===== src/rtl/weight_mem_sequencer_pkg.sv =====
// Shared types and defaults for the weight-memory control sequencer.
// Imported by the sequencer top and its word counter.
package weight_mem_sequencer_pkg;

  localparam int DEF_BIT_WIDTH   = 32;
  localparam int DEF_EXTRA_BITS  = 2;
  localparam int DEF_NUM_WEIGHTS = 4;
  localparam int DEF_MAX_ITER    = 1024;
  localparam int DEF_ITER_W      = 11;

  typedef enum logic [3:0] {
    S_IDLE    = 4'd0,
    S_INIT    = 4'd1,
    S_TRAIN   = 4'd2,
    S_EVAL    = 4'd3,
    S_UPDATE  = 4'd4,
    S_RESTORE = 4'd5,
    S_CHECK   = 4'd6,
    S_FIN     = 4'd7,
    S_DONE    = 4'd8
  } state_e;

  function automatic int word_w(input int bw, input int eb);
    return bw + eb;
  endfunction

endpackage


===== src/rtl/weight_mem_sequencer_counter.sv =====
// Word counter for multi-word states: clear/load/enable,
// wraps modulo N and flags the last word.
module seq_word_counter
  import weight_mem_sequencer_pkg::*;
#(
  parameter int N  = DEF_NUM_WEIGHTS,
  parameter int CW = (N > 1) ? $clog2(N) : 1
) (
  input  logic          clk,
  input  logic          rst_n,
  input  logic          clr,
  input  logic          load,
  input  logic [CW-1:0] ld_val,
  input  logic          en,
  output logic          tc
);

  logic [CW-1:0] cnt_q, cnt_d;

  assign tc = (cnt_q == CW'(N - 1));

  always_comb begin
    cnt_d = cnt_q;
    if (clr) begin
      cnt_d = '0;
    end else if (load) begin
      cnt_d = ld_val;
    end else if (en) begin
      cnt_d = tc ? '0 : cnt_q + 1'b1;
    end
  end

  always_ff @(posedge clk or negedge rst_n) begin
    if (!rst_n) begin
      cnt_q <= '0;
    end else begin
      cnt_q <= cnt_d;
    end
  end

endmodule


===== src/rtl/weight_mem_sequencer.sv =====
// Control FSM in front of the weight memories: initial load,
// per-iteration write/judge/commit-or-restore, best-set stream-out.
module weight_mem_sequencer
  import weight_mem_sequencer_pkg::*;
#(
  parameter int BIT_WIDTH   = DEF_BIT_WIDTH,
  parameter int EXTRA_BITS  = DEF_EXTRA_BITS,
  parameter int NUM_WEIGHTS = DEF_NUM_WEIGHTS,
  parameter int MAX_ITER    = DEF_MAX_ITER,
  parameter int ITER_W      = DEF_ITER_W,
  localparam int W = word_w(BIT_WIDTH, EXTRA_BITS)
) (
  input  logic              CLK,
  input  logic              RESET,
  input  logic              start,
  input  logic              train_valid,
  input  logic              err_valid,
  input  logic [W-1:0]      err_in,
  input  logic [W-1:0]      tol,
  output logic              local_initial_read_flag,
  output logic              local_write_training,
  output logic              local_write_en,
  output logic              old_weight_rd,
  output logic              Update_Weight,
  output logic              local_finish,
  output logic              busy,
  output logic              converged,
  output logic [ITER_W-1:0] iter_cnt,
  output logic [W-1:0]      best_err
);

  localparam int CW = (NUM_WEIGHTS > 1) ? $clog2(NUM_WEIGHTS) : 1;
  localparam logic [ITER_W-1:0] ITER_MAX = ITER_W'(MAX_ITER);

  state_e            state_q, state_d;
  logic [W-1:0]      tol_q, tol_d;
  logic [W-1:0]      best_q, best_d;
  logic [ITER_W-1:0] iter_q, iter_d, iter_inc;
  logic              conv_q, conv_d;
  logic              ird_q, ird_d;
  logic              wtr_q, wtr_d;
  logic              owr_q, owr_d;
  logic              upd_q, upd_d;
  logic              fin_q, fin_d;
  logic              busy_q, busy_d;
  logic              wc_en, wc_clr, wc_tc;

  seq_word_counter #(
    .N  (NUM_WEIGHTS),
    .CW (CW)
  ) u_word_cnt (
    .clk    (CLK),
    .rst_n  (RESET),
    .clr    (wc_clr),
    .load   (1'b0),
    .ld_val ('0),
    .en     (wc_en),
    .tc     (wc_tc)
  );

  assign iter_inc = (iter_q == ITER_MAX) ? iter_q : iter_q + 1'b1;

  always_comb begin
    state_d = state_q;
    tol_d   = tol_q;
    best_d  = best_q;
    iter_d  = iter_q;
    conv_d  = conv_q;
    wc_en   = 1'b0;
    unique case (state_q)
      S_IDLE, S_DONE: begin
        if (start) begin
          state_d = S_INIT;
          tol_d   = tol;
          best_d  = '1;
          iter_d  = '0;
          conv_d  = 1'b0;
        end
      end
      S_INIT: begin
        wc_en = 1'b1;
        if (wc_tc) state_d = S_TRAIN;
      end
      S_TRAIN: begin
        wc_en = train_valid;
        if (train_valid && wc_tc) state_d = S_EVAL;
      end
      // err_in is only valid for one cycle, so it is captured here
      S_EVAL: begin
        if (err_valid) begin
          iter_d = iter_inc;
          if (err_in < best_q) begin
            best_d  = err_in;
            state_d = S_UPDATE;
          end else begin
            state_d = S_RESTORE;
          end
        end
      end
      S_UPDATE: state_d = S_CHECK;
      S_RESTORE: begin
        wc_en = 1'b1;
        if (wc_tc) state_d = S_CHECK;
      end
      S_CHECK: begin
        if (best_q <= tol_q) begin
          conv_d  = 1'b1;
          state_d = S_FIN;
        end else if (iter_q == ITER_MAX) begin
          state_d = S_FIN;
        end else begin
          state_d = S_TRAIN;
        end
      end
      S_FIN: begin
        wc_en = 1'b1;
        if (wc_tc) state_d = S_DONE;
      end
      default: state_d = S_IDLE;
    endcase
    wc_clr = (state_d != state_q);
    ird_d  = (state_d == S_INIT);
    wtr_d  = (state_q == S_TRAIN) && train_valid;
    owr_d  = (state_d == S_RESTORE);
    upd_d  = (state_d == S_UPDATE);
    fin_d  = (state_d == S_FIN);
    busy_d = !((state_d == S_IDLE) || (state_d == S_DONE));
  end

  always_ff @(posedge CLK or negedge RESET) begin
    if (!RESET) begin
      state_q <= S_IDLE;
      tol_q   <= '0;
      best_q  <= '1;
      iter_q  <= '0;
      conv_q  <= 1'b0;
      ird_q   <= 1'b0;
      wtr_q   <= 1'b0;
      owr_q   <= 1'b0;
      upd_q   <= 1'b0;
      fin_q   <= 1'b0;
      busy_q  <= 1'b0;
    end else begin
      state_q <= state_d;
      tol_q   <= tol_d;
      best_q  <= best_d;
      iter_q  <= iter_d;
      conv_q  <= conv_d;
      ird_q   <= ird_d;
      wtr_q   <= wtr_d;
      owr_q   <= owr_d;
      upd_q   <= upd_d;
      fin_q   <= fin_d;
      busy_q  <= busy_d;
    end
  end

  assign local_initial_read_flag = ird_q;
  assign local_write_training    = wtr_q;
  assign local_write_en          = wtr_q;
  assign old_weight_rd           = owr_q;
  assign Update_Weight           = upd_q;
  assign local_finish            = fin_q;
  assign busy                    = busy_q;
  assign converged               = conv_q;
  assign iter_cnt                = iter_q;
  assign best_err                = best_q;

endmodule


===== config.mk =====
export PLATFORM = sky130hd
export DESIGN_NAME = weight_mem_sequencer
export DESIGN_NICKNAME = d
export VERILOG_FILES = /design/src/rtl/weight_mem_sequencer_pkg.sv /design/src/rtl/weight_mem_sequencer_counter.sv /design/src/rtl/weight_mem_sequencer.sv
export SDC_FILE = /design/constraint.sdc
export NUM_CORES = 1
export LEC_CHECK = 0
export CORE_MARGIN = 2
export CORE_UTILIZATION = 55
export DETAILED_ROUTE_END_ITERATION = 8
export PLACE_DENSITY = 0.86
export SKIP_LAST_GASP = 1
export SLEW_MARGIN = 20
export SYNTH_ARGS = -nofsm -noshare
export SYNTH_HDL_FRONTEND = slang
export SYNTH_SLANG_ARGS = --single-unit

===== constraint.sdc =====
create_clock -name CLK -period 6.6 [get_ports CLK]
set_input_delay 1.98 -clock CLK [delete_from_list [all_inputs] [get_ports CLK]]
set_output_delay 1.98 -clock CLK [all_outputs]
set_load 0.01 [all_outputs]

==> Flow_metrics.wiki <==
{| class="wikitable"
! Metric !! Value
|-
| Result of the run || finished clean
|-
| Placement Rows || 36
|-
| Post-synthesis instance area || 0.00562 mm^2
|-
| HP Class || flop to flop
|-
| Mapped Nets || 739
|-
| Setup slack of the critical path after layout || 1.77 ns
|-
| Compound-Gate Fraction of Synth Area || 12.6%
|-
| Area of the multi-input gates || 0.00286 mm^2
|-
| Setup slack at placement || 1.48 ns
|-
| Final hold violation count || 0
|-
| Leading register cell type out of synthesis || dfrtp_1
|-
| DP Wirelength || 10300 um
|-
| Layout overhead on the synthesized area || 27.0%
|-
| Fillcell total || 695
|-
| Synthesized flop and latch total || 92
|-
| Worst setup path endpoint || best_err[21]
|-
| Latest clock arrival within the worst-skew pair || 0.38 ns
|-
| Total detailed-routing wirelength || 13800 um
|-
| Power density over the cells || 355 mW/mm^2
|-
| Arrival time reported for the critical path endpoint || 5.12 ns
|-
| I/O pin count || 126
|-
| Area used by sequential logic in the layout || 0.00234 mm^2
|-
| Async set-reset flop share out of synthesis || 100%
|-
| Part of the Yosys area used for sequential elements || 41.7%
|-
| Sinks on the clock net || 92
|-
| Wire length of the first global-routing pass || 23000 um
|-
| Number of nets with antenna violations after routing || 0
|-
| Via total after detailed routing || 4668
|-
| Multiplexer fraction of the synthesized cell area || 7.02%
|-
| CP Buf/Inv Count || 1
|-
| Number of cell instances on the worst register-to-register path || 9
|-
| Worst-case headroom to the max-slew limit || 30.1%
|-
| Achievable Freq || 207 MHz
|-
| Largest cells by area after synthesis || dfrtp_1 26%, dfstp_2 16%, ha_1 16%, mux2i_1 6.4%, inv_1 5.1%
|-
| Levels on crit path || 9
|-
| Final Slew Violations || 0
|-
| Maximum clock insertion buffer count || 2
|-
| CP max FO || 34
|-
| Remaining design rule violation count || 0
|-
| Htree depth || 3
|-
| WS Path Type || input pin to flop
|-
| Internal reg-to-reg setup slack || 3.23 ns
|-
| GRT overflow || 0
|-
| Port Buffers || 125
|-
| Total GRT Usage || 26.0%
|-
| DR vias/cell || 5.48
|-
| Number of global-route vias before repair || 4810
|-
| Kind of launch point of the worst setup path || input pin
|-
| Critical Path, Cell by Cell || clkdlybuf4s50_1 -> ha_1 -> a21oi_1 -> o21ai_0 -> a2111oi_0 -> a31oi_1 -> nor2_1 -> a21o_2 -> mux2i_1
|-
| Clock slew seen by the registers of the worst setup and hold paths || 0.09 ns
|-
| Slowest cell on the critical path || a21o_2
|-
| Crit end category || flop
|-
| Cts hold-fix bufs || 0
|-
| TritonCTS clock tree || yes
|-
| Final nets || 857
|-
| Count of yosys warnings during synthesis || 0
|-
| LEAKAGE || 3.43 nW
|-
| Max rail drop VDD || 0.188 mV
|-
| Total Neg Setup Slack || 0 ns
|-
| Initial drt markers || 165
|-
| Mean area per synthesized cell || 9.42 um^2
|-
| TritonCTS Buffers || 9
|-
| RR Startpoint || best_err[9]
|-
| Number of enable flip-flop cells after synthesis || 0
|-
| Die H || 105 um
|-
| Required time of the critical path || 6.89 ns
|-
| Post-synthesis simple-gate area fraction || 14.4%
|-
| Final critical path time including I/O delays and setup || 4.83 ns
|-
| Max-cap viol count || 0
|-
| Die area || 0.0110 mm^2
|-
| DR pass1 iterations || 6
|-
| XOR/XNOR Fraction of Synth Area || 1.09%
|-
| Total power of the final layout || 2.53 mW
|-
| Effective utilization at floorplan || 56.9%
|-
| Die X-Extent || 105 um
|-
| Distinct cell type count after synthesis || 52
|-
| Cell family with most CP delay || compound AO/OA/AOI/OAI gates
|-
| Setup repair after global routing missed its margin || no
|-
| Post-synth top area share || 25.8%
|-
| Least-Margin Pin Slew || 1.05 ns
|-
| Main combinational cell family by area after synthesis || adder cells
|-
| Clk Tree Root Cell || clkbuf_8
|-
| Gate Count Post-Synth || 596
|-
| Area inside the core boundary || 0.00986 mm^2
|-
| Final clock skew || 0.0103 ns
|-
| Final GP Congestion || 0.898
|-
| Average detailed-routed wire length per instance || 16.2 um
|-
| Largest net degree at the start of global routing || 64
|-
| Number of setup buffers added after CTS || 0
|-
| Worst setup startpoint || err_in[9]
|-
| Antenna cells || 0
|-
| Ratio of cells with drive above 1 in the final layout || 9.87%
|-
| Adder-cell share of the synthesized area || 15.6%
|-
| Delay of the slowest cell on the worst path || 0.84 ns
|-
| Library cell occupying the most area in the post-synthesis netlist || dfrtp_1
|-
| Post-route clock period utilization || 73.1%
|-
| Setup violations, final || 0
|-
| Number of gates resized after CTS || 0
|-
| Destination of the worst register-to-register timing path || best_err[21]
|-
| Number of antenna violations at the first check in global routing || 0
|}
==> area by class of cell <==
| cell class | instances | area share, % |
|---|---|---|
| sequential | 92 | 32.9 |
| clock buffer | 10 | 1.93 |
| inverter | 76 | 4.00 |
| clock inverter | 6 | 0.894 |
| timing repair buffer | 129 | 17.9 |
| multi-input combinational | 406 | 40.1 |
| tap | 133 | 2.33 |
==> cell usage in the layout, fill, tap and decap left out, types with 5 or more instances in the layout <==
cell type	instances
buf_4	5
a21oi_1	37
nor2_1	62
inv_1	76
o21ai_0	51
or3_1	6
nand3_1	11
mux2i_1	36
dfstp_2	34
clkdlybuf4s50_1	124
clkbuf_8	10
ha_1	70
a21o_1	7
nand2_1	58
dfrtp_1	58
xor2_1	6
nand4_1	10
==> cells in the mapped netlist (all sizes together), types with 2 or more instances <==
cell type,n
and4,2
or3,6
o2111ai,2
mux2i,36
and3,3
ha,70
a211oi,3
nor3,3
nand2,58
dfstp,34
nand3,11
mux2,3
a21boi,3
o21ai,52
nor4b,2
a21o,8
nand4,11
a21oi,37
clkbuf,8
o211ai,3
nand3b,2
a2111oi,2
dfrtp,58
inv,76
nand2b,3
buf,14
xor2,6
o31ai,2
or2,2
nor2,63
==> metal layers <==
layer	track usage, %	part of all wire, %	up-vias
li1	-	-	2263
met1	32.9	43	2269
met2	45.7	51	120
met3	4.12	4.4	16
met4	7.81	1.5	0
met5	0	0	-
==> power breakdown <==
part / internal, mW / switching, mW / total (mW)
Sequential: 0.782 / 0.126 / 0.907
Combinational: 0.558 / 0.670 / 1.23
Clock: 0.185 / 0.213 / 0.397
Total: 1.52 / 1.01 / 2.53
==> flip-flops by register name, summed over array words and instances (netlist names), 2 cells and up <==
name / count
state_q: 4
iter_cnt: 11
tol_q: 34
best_err: 34
u_word_cnt.cnt_q: 2
==> tightest hold or removal path: stages, from the launching register on <==
cell and delay (ns):
dfstp_2 0.39, inv_1 0.07, mux2i_1 0.06
==> metrics by stage <==
stage / std cells / hold WS [ns] / utilization, % / area [um^2]
after detailed placement: 836 / 0.509 / 70.3 / 6930
after global routing: 852 / 0.545 / 72.3 / 7130
after floorplan: 596 / 0.485 / - / 5620
final: 852 / 0.524 / 72.3 / 7130
after CTS: 852 / 0.525 / 72.3 / 7130
after global placement: 836 / 0.488 / 70.3 / 6930
==> how the worst min path moves through the flow <==
stage | from | end | slack (ns) | cells after the start
after global placement | best_err[5] | best_err[5] | 0.49 | 2
after CTS | best_err[5] | best_err[5] | 0.53 | 2
final | best_err[9] | best_err[9] | 0.52 | 2
after global routing | best_err[28] | best_err[28] | 0.54 | 2
after detailed placement | best_err[22] | best_err[22] | 0.51 | 2
after floorplan | tol_q[0] | tol_q[0] | 0.48 | 1
==> cells by family (layout without fill, tap and decap cells) <==
family                   after synthesis  count (layout)
XOR/XNOR                               7               7
adder cells (fa/ha/maj)               70              70
buffers and inverters                 98             221
multiplexers                          39              39
AO/OA/AOI/OAI                        119             119
flip-flops                            92              92
AND/OR/NAND/NOR                      171             171
Note: power is estimated with default switching activity, not from simulation.
